`src/rtl/data_demultiplexer.sv`:
```
// rtl/data_demultiplexer.sv - 3-slot symbol demultiplexer with frame alignment
// Hunts/verifies/locks on frame_start, then routes slots to DS1..DS3 by frame mode.
module data_demultiplexer #(
  parameter int DATA_W      = 3,
  parameter int LOCK_FRAMES = 2
) (
  input  logic              clk,
  input  logic              rst,
  input  logic              sym_valid,
  input  logic [DATA_W-1:0] sym_data,
  input  logic              frame_start,
  input  logic [1:0]        mode,
  output logic [DATA_W-1:0] ds1_data,
  output logic              ds1_valid,
  output logic [DATA_W-1:0] ds2_data,
  output logic              ds2_valid,
  output logic [DATA_W-1:0] ds3_data,
  output logic              ds3_valid,
  output logic              locked,
  output logic              frame_err
);

  localparam logic [1:0] S_HUNT   = 2'd0;
  localparam logic [1:0] S_VERIFY = 2'd1;
  localparam logic [1:0] S_LOCKED = 2'd2;
  localparam logic [2:0] LOCK_N   = 3'(LOCK_FRAMES);

  logic [1:0]        state_q, state_d;
  logic [1:0]        slot_q, slot_d;
  logic [2:0]        good_cnt_q, good_cnt_d;
  logic [1:0]        mode_q, mode_d;
  logic [DATA_W-1:0] ds1_data_q, ds1_data_d;
  logic [DATA_W-1:0] ds2_data_q, ds2_data_d;
  logic [DATA_W-1:0] ds3_data_q, ds3_data_d;
  logic              ds1_valid_q, ds1_valid_d;
  logic              ds2_valid_q, ds2_valid_d;
  logic              ds3_valid_q, ds3_valid_d;
  logic              locked_q, locked_d;
  logic              frame_err_q, frame_err_d;

  logic              expected_start;
  logic [1:0]        next_slot;
  logic              route;
  logic [1:0]        eff_mode;

  assign expected_start = (slot_q == 2'd0);
  assign next_slot      = (slot_q == 2'd2) ? 2'd0 : slot_q + 2'd1;
  // Slot 0 is steered by the live mode; later slots use the mode latched at slot 0.
  assign eff_mode       = expected_start ? mode : mode_q;

  always_comb begin
    state_d     = state_q;
    slot_d      = slot_q;
    good_cnt_d  = good_cnt_q;
    mode_d      = mode_q;
    ds1_data_d  = ds1_data_q;
    ds2_data_d  = ds2_data_q;
    ds3_data_d  = ds3_data_q;
    ds1_valid_d = 1'b0;
    ds2_valid_d = 1'b0;
    ds3_valid_d = 1'b0;
    frame_err_d = 1'b0;
    route       = 1'b0;

    if (sym_valid) begin
      case (state_q)
        S_HUNT: begin
          if (frame_start) begin
            slot_d     = 2'd1;
            good_cnt_d = 3'd1;
            if (LOCK_N == 3'd1) begin
              state_d = S_LOCKED;
              route   = 1'b1;
            end else begin
              state_d = S_VERIFY;
            end
          end
        end
        S_VERIFY: begin
          if (expected_start) begin
            if (frame_start) begin
              good_cnt_d = good_cnt_q + 3'd1;
              slot_d     = 2'd1;
              if (good_cnt_d >= LOCK_N) begin
                state_d = S_LOCKED;
                route   = 1'b1;
              end
            end else begin
              state_d    = S_HUNT;
              slot_d     = 2'd0;
              good_cnt_d = 3'd0;
            end
          end else if (frame_start) begin
            slot_d     = 2'd1;
            good_cnt_d = 3'd1;
          end else begin
            slot_d = next_slot;
          end
        end
        S_LOCKED: begin
          if (frame_start == expected_start) begin
            route  = 1'b1;
            slot_d = next_slot;
          end else begin
            frame_err_d = 1'b1;
            if (frame_start) begin
              state_d    = S_VERIFY;
              slot_d     = 2'd1;
              good_cnt_d = 3'd1;
            end else begin
              state_d    = S_HUNT;
              slot_d     = 2'd0;
              good_cnt_d = 3'd0;
            end
          end
        end
        default: begin
          state_d    = S_HUNT;
          slot_d     = 2'd0;
          good_cnt_d = 3'd0;
        end
      endcase
    end

    if (route) begin
      if (expected_start) mode_d = mode;
      if (eff_mode != 2'd0) begin
        if (expected_start || eff_mode == 2'd1 || (slot_q == 2'd2 && eff_mode == 2'd2)) begin
          ds1_valid_d = 1'b1;
          ds1_data_d  = sym_data;
        end else if (slot_q == 2'd1) begin
          ds2_valid_d = 1'b1;
          ds2_data_d  = sym_data;
        end else begin
          ds3_valid_d = 1'b1;
          ds3_data_d  = sym_data;
        end
      end
    end

    locked_d = (state_d == S_LOCKED);
  end

  always_ff @(posedge clk) begin
    if (rst) begin
      state_q     <= S_HUNT;
      slot_q      <= 2'd0;
      good_cnt_q  <= 3'd0;
      mode_q      <= 2'd0;
      ds1_data_q  <= '0;
      ds2_data_q  <= '0;
      ds3_data_q  <= '0;
      ds1_valid_q <= 1'b0;
      ds2_valid_q <= 1'b0;
      ds3_valid_q <= 1'b0;
      locked_q    <= 1'b0;
      frame_err_q <= 1'b0;
    end else begin
      state_q     <= state_d;
      slot_q      <= slot_d;
      good_cnt_q  <= good_cnt_d;
      mode_q      <= mode_d;
      ds1_data_q  <= ds1_data_d;
      ds2_data_q  <= ds2_data_d;
      ds3_data_q  <= ds3_data_d;
      ds1_valid_q <= ds1_valid_d;
      ds2_valid_q <= ds2_valid_d;
      ds3_valid_q <= ds3_valid_d;
      locked_q    <= locked_d;
      frame_err_q <= frame_err_d;
    end
  end

  assign ds1_data  = ds1_data_q;
  assign ds1_valid = ds1_valid_q;
  assign ds2_data  = ds2_data_q;
  assign ds2_valid = ds2_valid_q;
  assign ds3_data  = ds3_data_q;
  assign ds3_valid = ds3_valid_q;
  assign locked    = locked_q;
  assign frame_err = frame_err_q;

endmodule

```
`config.mk`:
```
export PLATFORM = sky130hd
export DESIGN_NAME = data_demultiplexer
export DESIGN_NICKNAME = d
export VERILOG_FILES = /design/src/rtl/data_demultiplexer.sv
export SDC_FILE = /design/constraint.sdc
export NUM_CORES = 1
export LEC_CHECK = 0
export BUFFER_PORTS_ARGS = -buffer_cell sky130_fd_sc_hd__buf_2
export CAP_MARGIN = 20
export CORE_AREA = 2 2 60 62
export CTS_CLUSTER_SIZE = 14
export DETAILED_ROUTE_END_ITERATION = 6
export DIE_AREA = 0 0 62 64
export GPL_TIMING_DRIVEN = 0
export MAX_ROUTING_LAYER = met4
export PLACE_DENSITY = 0.54
export SLEW_MARGIN = 20
export SYNTH_ARGS = -nofsm -noshare
export SYNTH_HDL_FRONTEND = slang
export SYNTH_SLANG_ARGS = --single-unit
```
`constraint.sdc`:
```
create_clock -name clk -period 2.3 [get_ports clk]
set_input_delay 0.115 -clock clk [delete_from_list [all_inputs] [get_ports clk]]
set_output_delay 0.115 -clock clk [all_outputs]
set_load 0.02 [all_outputs]
```
Word-level counts from Yosys, hierarchy flattened:

Index checks and enable logic that the tools add are counted.

* register bits after elaboration: 23
* bits of input ports: 9
* output and inout bits: 14
* logic and storage cells: 76

* $add $sub $neg: 2
* magnitude comparators: 1
* equality and inequality tests: 10
* mux-type cells: 31
* bitwise gates (word level): 6
* reduce and logical (&&, ||, !) cells: 14

Operators by type and width (count)
* $mux W2: 12
* $mux W3: 4
* $pmux W2 S3: 2
* $mux W1: 11
* $pmux W3 S3: 1
* $eq A2 B2 Y1 const B: 4
* $reduce_and A4 Y1: 2
* $eq A2 B1 Y1 const B: 3
* $not A1 Y1: 6
* $reduce_or A3 Y1: 2
* $logic_not A2 Y1: 2
* $ne A2 B2 Y1 const B: 2
* $reduce_and A2 Y1: 2
* $reduce_or A4 Y1: 1
* $add A3 B1 Y3 const B: 1
* $ge A3 B2 Y1 const B: 1
* $reduce_and A3 Y1: 1
* $add A2 B1 Y2 const B: 1
* $logic_or A1 B1 Y1: 2
* $pmux W1 S2: 1
* $reduce_bool A2 Y1: 1
* $eq A1 B1 Y1: 1
* $logic_and A1 B1 Y1: 1

Depth between registers and ports, before layout:

Gate-level depths: netlist of the first run.

* depth in word-level cells: 9
* gate-level depth with buffers: 8

Worst setup path before layout of the first run:

No wires, ideal clock.

* path type: reg-to-reg
* start point: register slot_q[1]
* end point: register good_cnt_q[2]
* library setup time: 0.070 ns
* data arrival time: 2.139 ns
* data required time: 2.230 ns
* setup slack: 0.091 ns
* stages on the path, launching flop included: 8
* period minus slack after synthesis: 2.209 ns
* path through: dfxtp_1 or2_1 buf_2 ha_1 nor2b_2 or4b_4 or3b_1 a21oi_1

* cells in the longest elaborated chain, start to end: 4

Ends and longest elaborated chain
* start: declaration: line 29 `logic [1:0] slot_q, slot_d;`
* start signal: assignment: line 160 `slot_q <= slot_d;`
* $logic_not A2 Y1 *: line 46 `assign expected_start = (slot_q == 2'd0);`
* $eq A1 B1 Y1: line 101 `if (frame_start == expected_start) begin`
* $ne A2 B2 Y1 (no source line)
* $reduce_and A2 Y1 (no source line)
* end signal: assignment: line 161 `good_cnt_q <= good_cnt_d;`
* end: declaration: line 30 `logic [2:0] good_cnt_q, good_cnt_d;`

Mark *: on every way between the ends. The rest lies on a longest branch, timed or not.
A chain may end at the register's enable or synchronous reset.

Worst setup path after layout of the first run:

* start point: register slot_q[0]
* end point: register good_cnt_q[2]

Same word-level chain as after synthesis.

==> results of run 1 <==
==> cells in the final DEF (no fill, tap or decap), drive strengths merged, types with 2 or more instances in the layout <==
master,n
buf,26
nor2,25
dfxtp,23
mux2i,11
a21oi,9
o21ai,7
ha,7
nand2,6
inv,5
nand2b,5
clkbuf,5
a211oi,4
a21o,3
o211ai,3
nor2b,3
a22oi,2
nor3b,2
==> logic make-up after synthesis <==
| family | Yosys count | share of synthesized area |
|---|---|---|
| simple gates | 50 | 0.223 |
| flops | 23 | 0.391 |
| mux | 11 | 0.0934 |
| buf+inv | 9 | 0.0318 |
| fa+ha+maj | 7 | 0.0743 |
| compound gates | 32 | 0.179 |
| xor+xnor | 1 | 0.00743 |
==> per-layer routing <==
| layer | track usage | vias to the layer above | wire length [µm] |
|---|---|---|---|
| met5 | - | - | 0 |
| met4 | 0.0479 | 0 | 31 |
| met3 | 0.0243 | 4 | 80 |
| met2 | 0.230 | 15 | 1270 |
| met1 | 0.199 | 481 | 1190 |
| li1 | - | 525 | - |
==> final cells by class <==
class | instances | area [µm²] | area share
multi-input combinational | 101 | 693 | 0.491
sequential | 23 | 465 | 0.330
timing repair buffer | 24 | 128 | 0.0904
tap | 46 | 57.6 | 0.0408
clock buffer | 3 | 22.5 | 0.0160
buffer | 4 | 21.3 | 0.0151
inverter | 5 | 18.8 | 0.0133
clock inverter | 1 | 5.00 | 0.00355
==> state kept, by name (all words and copies together), names as in the netlist, 2 cells and up <==
signal,flops
ds1_data,3
ds2_data,3
ds3_data,3
good_cnt_q,3
mode_q,2
slot_q,2
state_q,2
==> metrics by stage <==
step                setup TNS, ns  setup WS [ns]  hold WS, ns  instance area [µm²]
floorplan                       0         0.0912        0.191                 1180
global route                    0         0.0101      0.00932                 1410
finish                          0         0.0848       0.0271                 1410
CTS                             0         0.0238       0.0188                 1380
global placement          -0.0885        -0.0885        0.357                 1340
detailed placement        -0.0988        -0.0988        0.365                 1340
==> what timing repair did <==
| item | CTS | global route |
|---|---|---|
| endpoints found under the setup margin | 1 | 1 |
| pin swaps | 0 | 1 |
| buffers inserted | 0 | 3 |
| gates resized for setup | 3 | 3 |
| hold endpoints to repair | 0 | 0 |
==> worst max-delay path: stages (launching register included) <==
cell and delay [ns]:
dfxtp_2 0.38, or2_1 0.21, clkbuf_4 0.19, ha_4 0.29, nor2b_2 0.06, or4b_4 0.53, or3b_1 0.38, a21oi_1 0.12
==> power breakdown <==
group          total [mW]  switching (mW)  internal (mW)
Clock               0.184           0.119         0.0650
Combinational       0.107          0.0588         0.0478
Sequential          0.410         0.00724          0.403
Total               0.701           0.185          0.515
==> worst paths after layout <==
check,end
min,locked
max reg2reg,good_cnt_q[2]
min reg2reg,ds2_data[1]
max,good_cnt_q[2]
==> metrics.cfg, run 1 <==
[run_status]
run_status = complete, no violations

[die]
floorplan.core_area_um2 = 3280
floorplan.die.height_um = 64
initial_core_util = 0.359
floorplan.rows = 21
floorplan.die_area_um2 = 3970
io-pin-count = 23
chipWidth_um = 62

[logic_synthesis]
synth_warnings = 0
synth-seq-cells = 23
netlist_instances = 133
synth.cells.most_frequent = 25 x nor2_1, 23 x dfxtp_1, 11 x mux2i_1, 9 x a21oi_1
synth_largest_type_area_fraction = 0.391
syn_nets = 149
synth.cell_area_um2 = 1180
ys_dominant_reg_cell = dfxtp_1
post-synth-top-area-cell = dfxtp_1
cell_variety_after_synth = 33
synth_most_common_cell = nor2_1
synth-edff-count = 0
synth_seq_area_share = 0.391
ys_async_sr_fraction = 0
post_synth_main_area_contributors = dfxtp_1 39%, mux2i_1 9.3%, nor2_1 8.0%
synth_area_per_cell_um2 = 8.86

[placed_design]
gpl_congestion = 0.836
dpl.cell_count = 200
post_detail_place_hpwl_mm = 1.95
placement.io_buffers = 21

[timing]
max_slew_margin = 0.644
worst_slew_pin_slew_ns = 0.535
timing.final.hold_violations = 0
grt_setup_unrepaired = no
setup_violations = 0
finClkSkew_ns = 0.00512
maxClockFrequency_mhz = 451
timing_max_transition_violations_final = 0
layout_min_cycle_time_ns = 2.22
period_share = 0.963

[pwr]
vdd.ir_drop.worst_v = 0.000369
totalPowerFinal_uw = 701
p_leak_nw = 0.692
power.density_nw_per_um2 = 497

[cells_and_area]
drive_gt1_frac = 0.230
postLayoutCoreUtil = 0.430
number_of_inserted_diodes = 0
layoutNonFillerInstCount = 207
num-fill-cells = 347
syn2layout_area_growth_pct = 19.7
final_net_count = 178

[critical_path]
worst_ep_required_time_ns = 2.56
endpoint_kind = register
reg2reg_slack_ns = 0.08
critPathLaunchType = register
crit_start = slot_q[0]
critical_path.reg2reg.startpoint = slot_q[0]
worstPathMaxFanout = 8
rr_worst_depth = 7
criticalPathCategory = register to register
timing.critical_path.arrival_ns = 2.47

[clock_tree]
cts.hold.buffers_added = 0
clock_tree.root_cell = clkbuf_4
clk_transition_reported_paths_ns = 0.13
htree_num_levels = 1
tritoncts_clock_tree = yes
clk_latency_ns = 0.31
clock-sinks = 23
cts_buffer_depth = 2
tritoncts.num_buffers = 3

[hold_path]
whs_path_depth = 2
hp-class = input port to register
min_from = rst

[route]
first_iter_violations = 63
vias_per_cell = 4.95
antenna_violating_nets_post_route = 0
vias = 1025
wl_per_cell_um = 12.4
route.detailed.drc = 0
postRouteWirelength_mm = 2.57
drt_first_pass_iters = 4

[global_route]
gr-usage-all-layers = 0.150
global_route.overflow_total = 0
first_global_vias = 986
first_pass_grt_wire_length_mm = 4.42
antenna_found_initial = 0
grt_start_max_net_pins = 14

[run]
max_cap_violation_count = 0

Power figures use the tool's default switching activity.
==> inputs of run 2 (changes only) <==
--- a/config.mk
+++ b/config.mk
@@ -13,7 +13,7 @@
 export DIE_AREA = 0 0 62 64
 export GPL_TIMING_DRIVEN = 0
 export MAX_ROUTING_LAYER = met4
-export PLACE_DENSITY = 0.54
+export PLACE_DENSITY = 0.52
 export SLEW_MARGIN = 20
 export SYNTH_ARGS = -nofsm -noshare
 export SYNTH_HDL_FRONTEND = slang
==> constraint.sdc (replaced) <==
create_clock -name clk -period 2.5 [get_ports clk]
set_input_delay 0.125 -clock clk [delete_from_list [all_inputs] [get_ports clk]]
set_output_delay 0.125 -clock clk [all_outputs]
set_load 0.02 [all_outputs]
==> run 2 against run 1 <==
Net effect:
- routed wire length is 0.27% higher
- final cell count decreased by 1.4%
- clock power decreased by 7%
- design area decreased by 2.8%
- highest routed layer unchanged
==> metrics.cfg, run 2 (synthesized netlist as in run 1, its figures left out) <==
[run_status]
run_status = complete, no violations

[clock_tree]
tritoncts.num_buffers = 3  ; unchanged
clock-sinks = 23  ; unchanged
postCtsSetupRepairBufs = 0  ; unchanged
clock_tree.root_cell = clkbuf_4
tritoncts_clock_tree = yes
clk_transition_reported_paths_ns = 0.13  ; about the same
ctsResizeCount = 0  ; -3
cts_buffer_depth = 2  ; unchanged
clk_latency_ns = 0.30  ; about the same
cts.hold.buffers_added = 0  ; unchanged
htree_num_levels = 1  ; unchanged

[route]
vias_per_cell = 4.96  ; +0.18%
postRouteWirelength_mm = 2.57  ; +0.27%
first_iter_violations = 47  ; -25%
vias = 1012  ; -1.3%
wl_per_cell_um = 12.6  ; +1.7%
antenna_violating_nets_post_route = 0  ; unchanged
drt_first_pass_iters = 4  ; unchanged
route.detailed.drc = 0  ; unchanged

[critical_path]
reg2reg_slack_ns = 0.10  ; +0.02 ns
timing.critical_path.arrival_ns = 2.64  ; +0.17 ns
critPathLaunchType = register
criticalPathCategory = register to register
worst_ep_required_time_ns = 2.75  ; +0.19 ns
worstPathMaxFanout = 8  ; unchanged
endpoint_kind = register

[die]
floorplan.core_area_um2 = 3280  ; unchanged
floorplan.die.height_um = 64  ; unchanged
chipWidth_um = 62  ; unchanged
floorplan.rows = 21  ; unchanged
io-pin-count = 23  ; unchanged
floorplan.die_area_um2 = 3970  ; unchanged
initial_core_util = 0.359  ; unchanged

[cells_and_area]
drive_gt1_frac = 0.203  ; -0.0273
number_of_inserted_diodes = 0  ; unchanged
num-fill-cells = 354  ; +2.0%
finalInstanceArea_um2 = 1370  ; -2.8%
syn2layout_area_growth_pct = 16.3
final_net_count = 175  ; -1.7%
postLayoutCoreUtil = 0.418  ; -0.0122
layout_commonest_cell = nor2_1
layout.cells.most_common_list = 25 x nor2_1, 24 x buf_2, 23 x dfxtp_1

[global_route]
global_route.overflow_total = 0  ; unchanged
antenna_found_initial = 0  ; unchanged
first_pass_grt_wire_length_mm = 4.49  ; +1.7%
first_global_vias = 993  ; +0.71%
grt_start_max_net_pins = 14  ; unchanged
gr-usage-all-layers = 0.153  ; +0.00322

[timing]
worst_slew_pin_slew_ns = 0.533  ; -0.00195 ns
whs_ns = 0.0420  ; +0.0149 ns
timing_max_transition_violations_final = 0  ; unchanged
layout_min_cycle_time_ns = 2.40  ; +0.180 ns
setup_violations = 0  ; unchanged
timing.final.hold_violations = 0  ; unchanged
finClkSkew_ns = 0.000826  ; -0.00430 ns
maxClockFrequency_mhz = 418  ; -7.5%
setup_ws_ns = 0.105  ; +0.0201 ns
fin_tns_setup_ns = 0  ; unchanged
grt_setup_unrepaired = no
period_share = 0.958  ; -0.00510
max_slew_margin = 0.643  ; about the same

[pwr]
vdd.ir_drop.worst_v = 0.000160  ; -57%
netSwitchingFraction = 0.266  ; +0.00153
p_leak_nw = 0.675  ; -2.5%
comb_power_share = 0.137  ; -0.015
power.net_switching_uw = 169  ; -8.8%
p_int_uw = 467  ; -9.5%
power.share.sequential = 0.595  ; +0.010
power.density_nw_per_um2 = 464  ; -6.7%
power.share.clock = 0.269  ; +0.006

[run]
max_cap_violation_count = 0  ; unchanged

[placed_design]
post_detail_place_hpwl_mm = 1.97  ; +1.2%
dp_slack_ns = 0.0941  ; +0.193 ns
placement.io_buffers = 21  ; unchanged
gpl_congestion = 0.772  ; -7.7%
cell_area_after_placement_um2 = 1340  ; unchanged

[hold_path]
hp-class = input port to register

## run 2: through the flow
step,instances,total power [mW]
finish,204,0.636
global placement,200,0.470
floorplan,133,0.446
global route,204,0.673
detailed placement,200,0.472
CTS,204,0.647
## run 2: final cells by class
| class | count | area [µm²] | share of cell area |
|---|---|---|---|
| Inverter | 5 | 18.8 | 0.0137 |
| Tap cell | 46 | 57.6 | 0.0420 |
| Buffer | 4 | 18.8 | 0.0137 |
| Clock inverter | 1 | 5.00 | 0.00365 |
| Sequential cell | 23 | 460 | 0.336 |
| Clock buffer | 3 | 22.5 | 0.0164 |
| Multi-Input combinational cell | 101 | 683 | 0.498 |
| Timing Repair Buffer | 21 | 105 | 0.0766 |
## run 2: power groups by stage
stage / Sequential [mW] / Clock (mW) / Combinational [mW]
after floorplan: 0.384 / 0 / 0.0611
after CTS: 0.378 / 0.183 / 0.0865
final: 0.378 / 0.171 / 0.0869
after global routing: 0.380 / 0.194 / 0.0991
after detailed placement: 0.386 / 0 / 0.0860
after global placement: 0.386 / 0 / 0.0844
## run 2: path summary, 6_finish.rpt
kind	startpoint	end	depth (start not counted)
hold reg to reg	ds2_data[1]	ds2_data[1]	2
setup reg to reg	slot_q[1]	good_cnt_q[2]	7
setup / recovery	slot_q[1]	good_cnt_q[2]	7
hold / removal	rst	locked	2
## run 2: routing by layer
layer / up-vias / share of wire / track usage
met2: 19 / 0.47 / 0.233
met1: 470 / 0.48 / 0.206
met3: 2 / 0.042 / 0.0304
li1: 521 / - / -
met5: - / 0 / -
met4: 0 / 0.0082 / 0.0399
## run 2: critical path: stages, from the launching register on
cell and delay [ns]:
dfxtp_1 0.40, or2_1 0.24, buf_2 0.18, ha_2 0.41, nor2b_2 0.09, or4b_4 0.53, or3b_1 0.38, a21oi_1 0.11
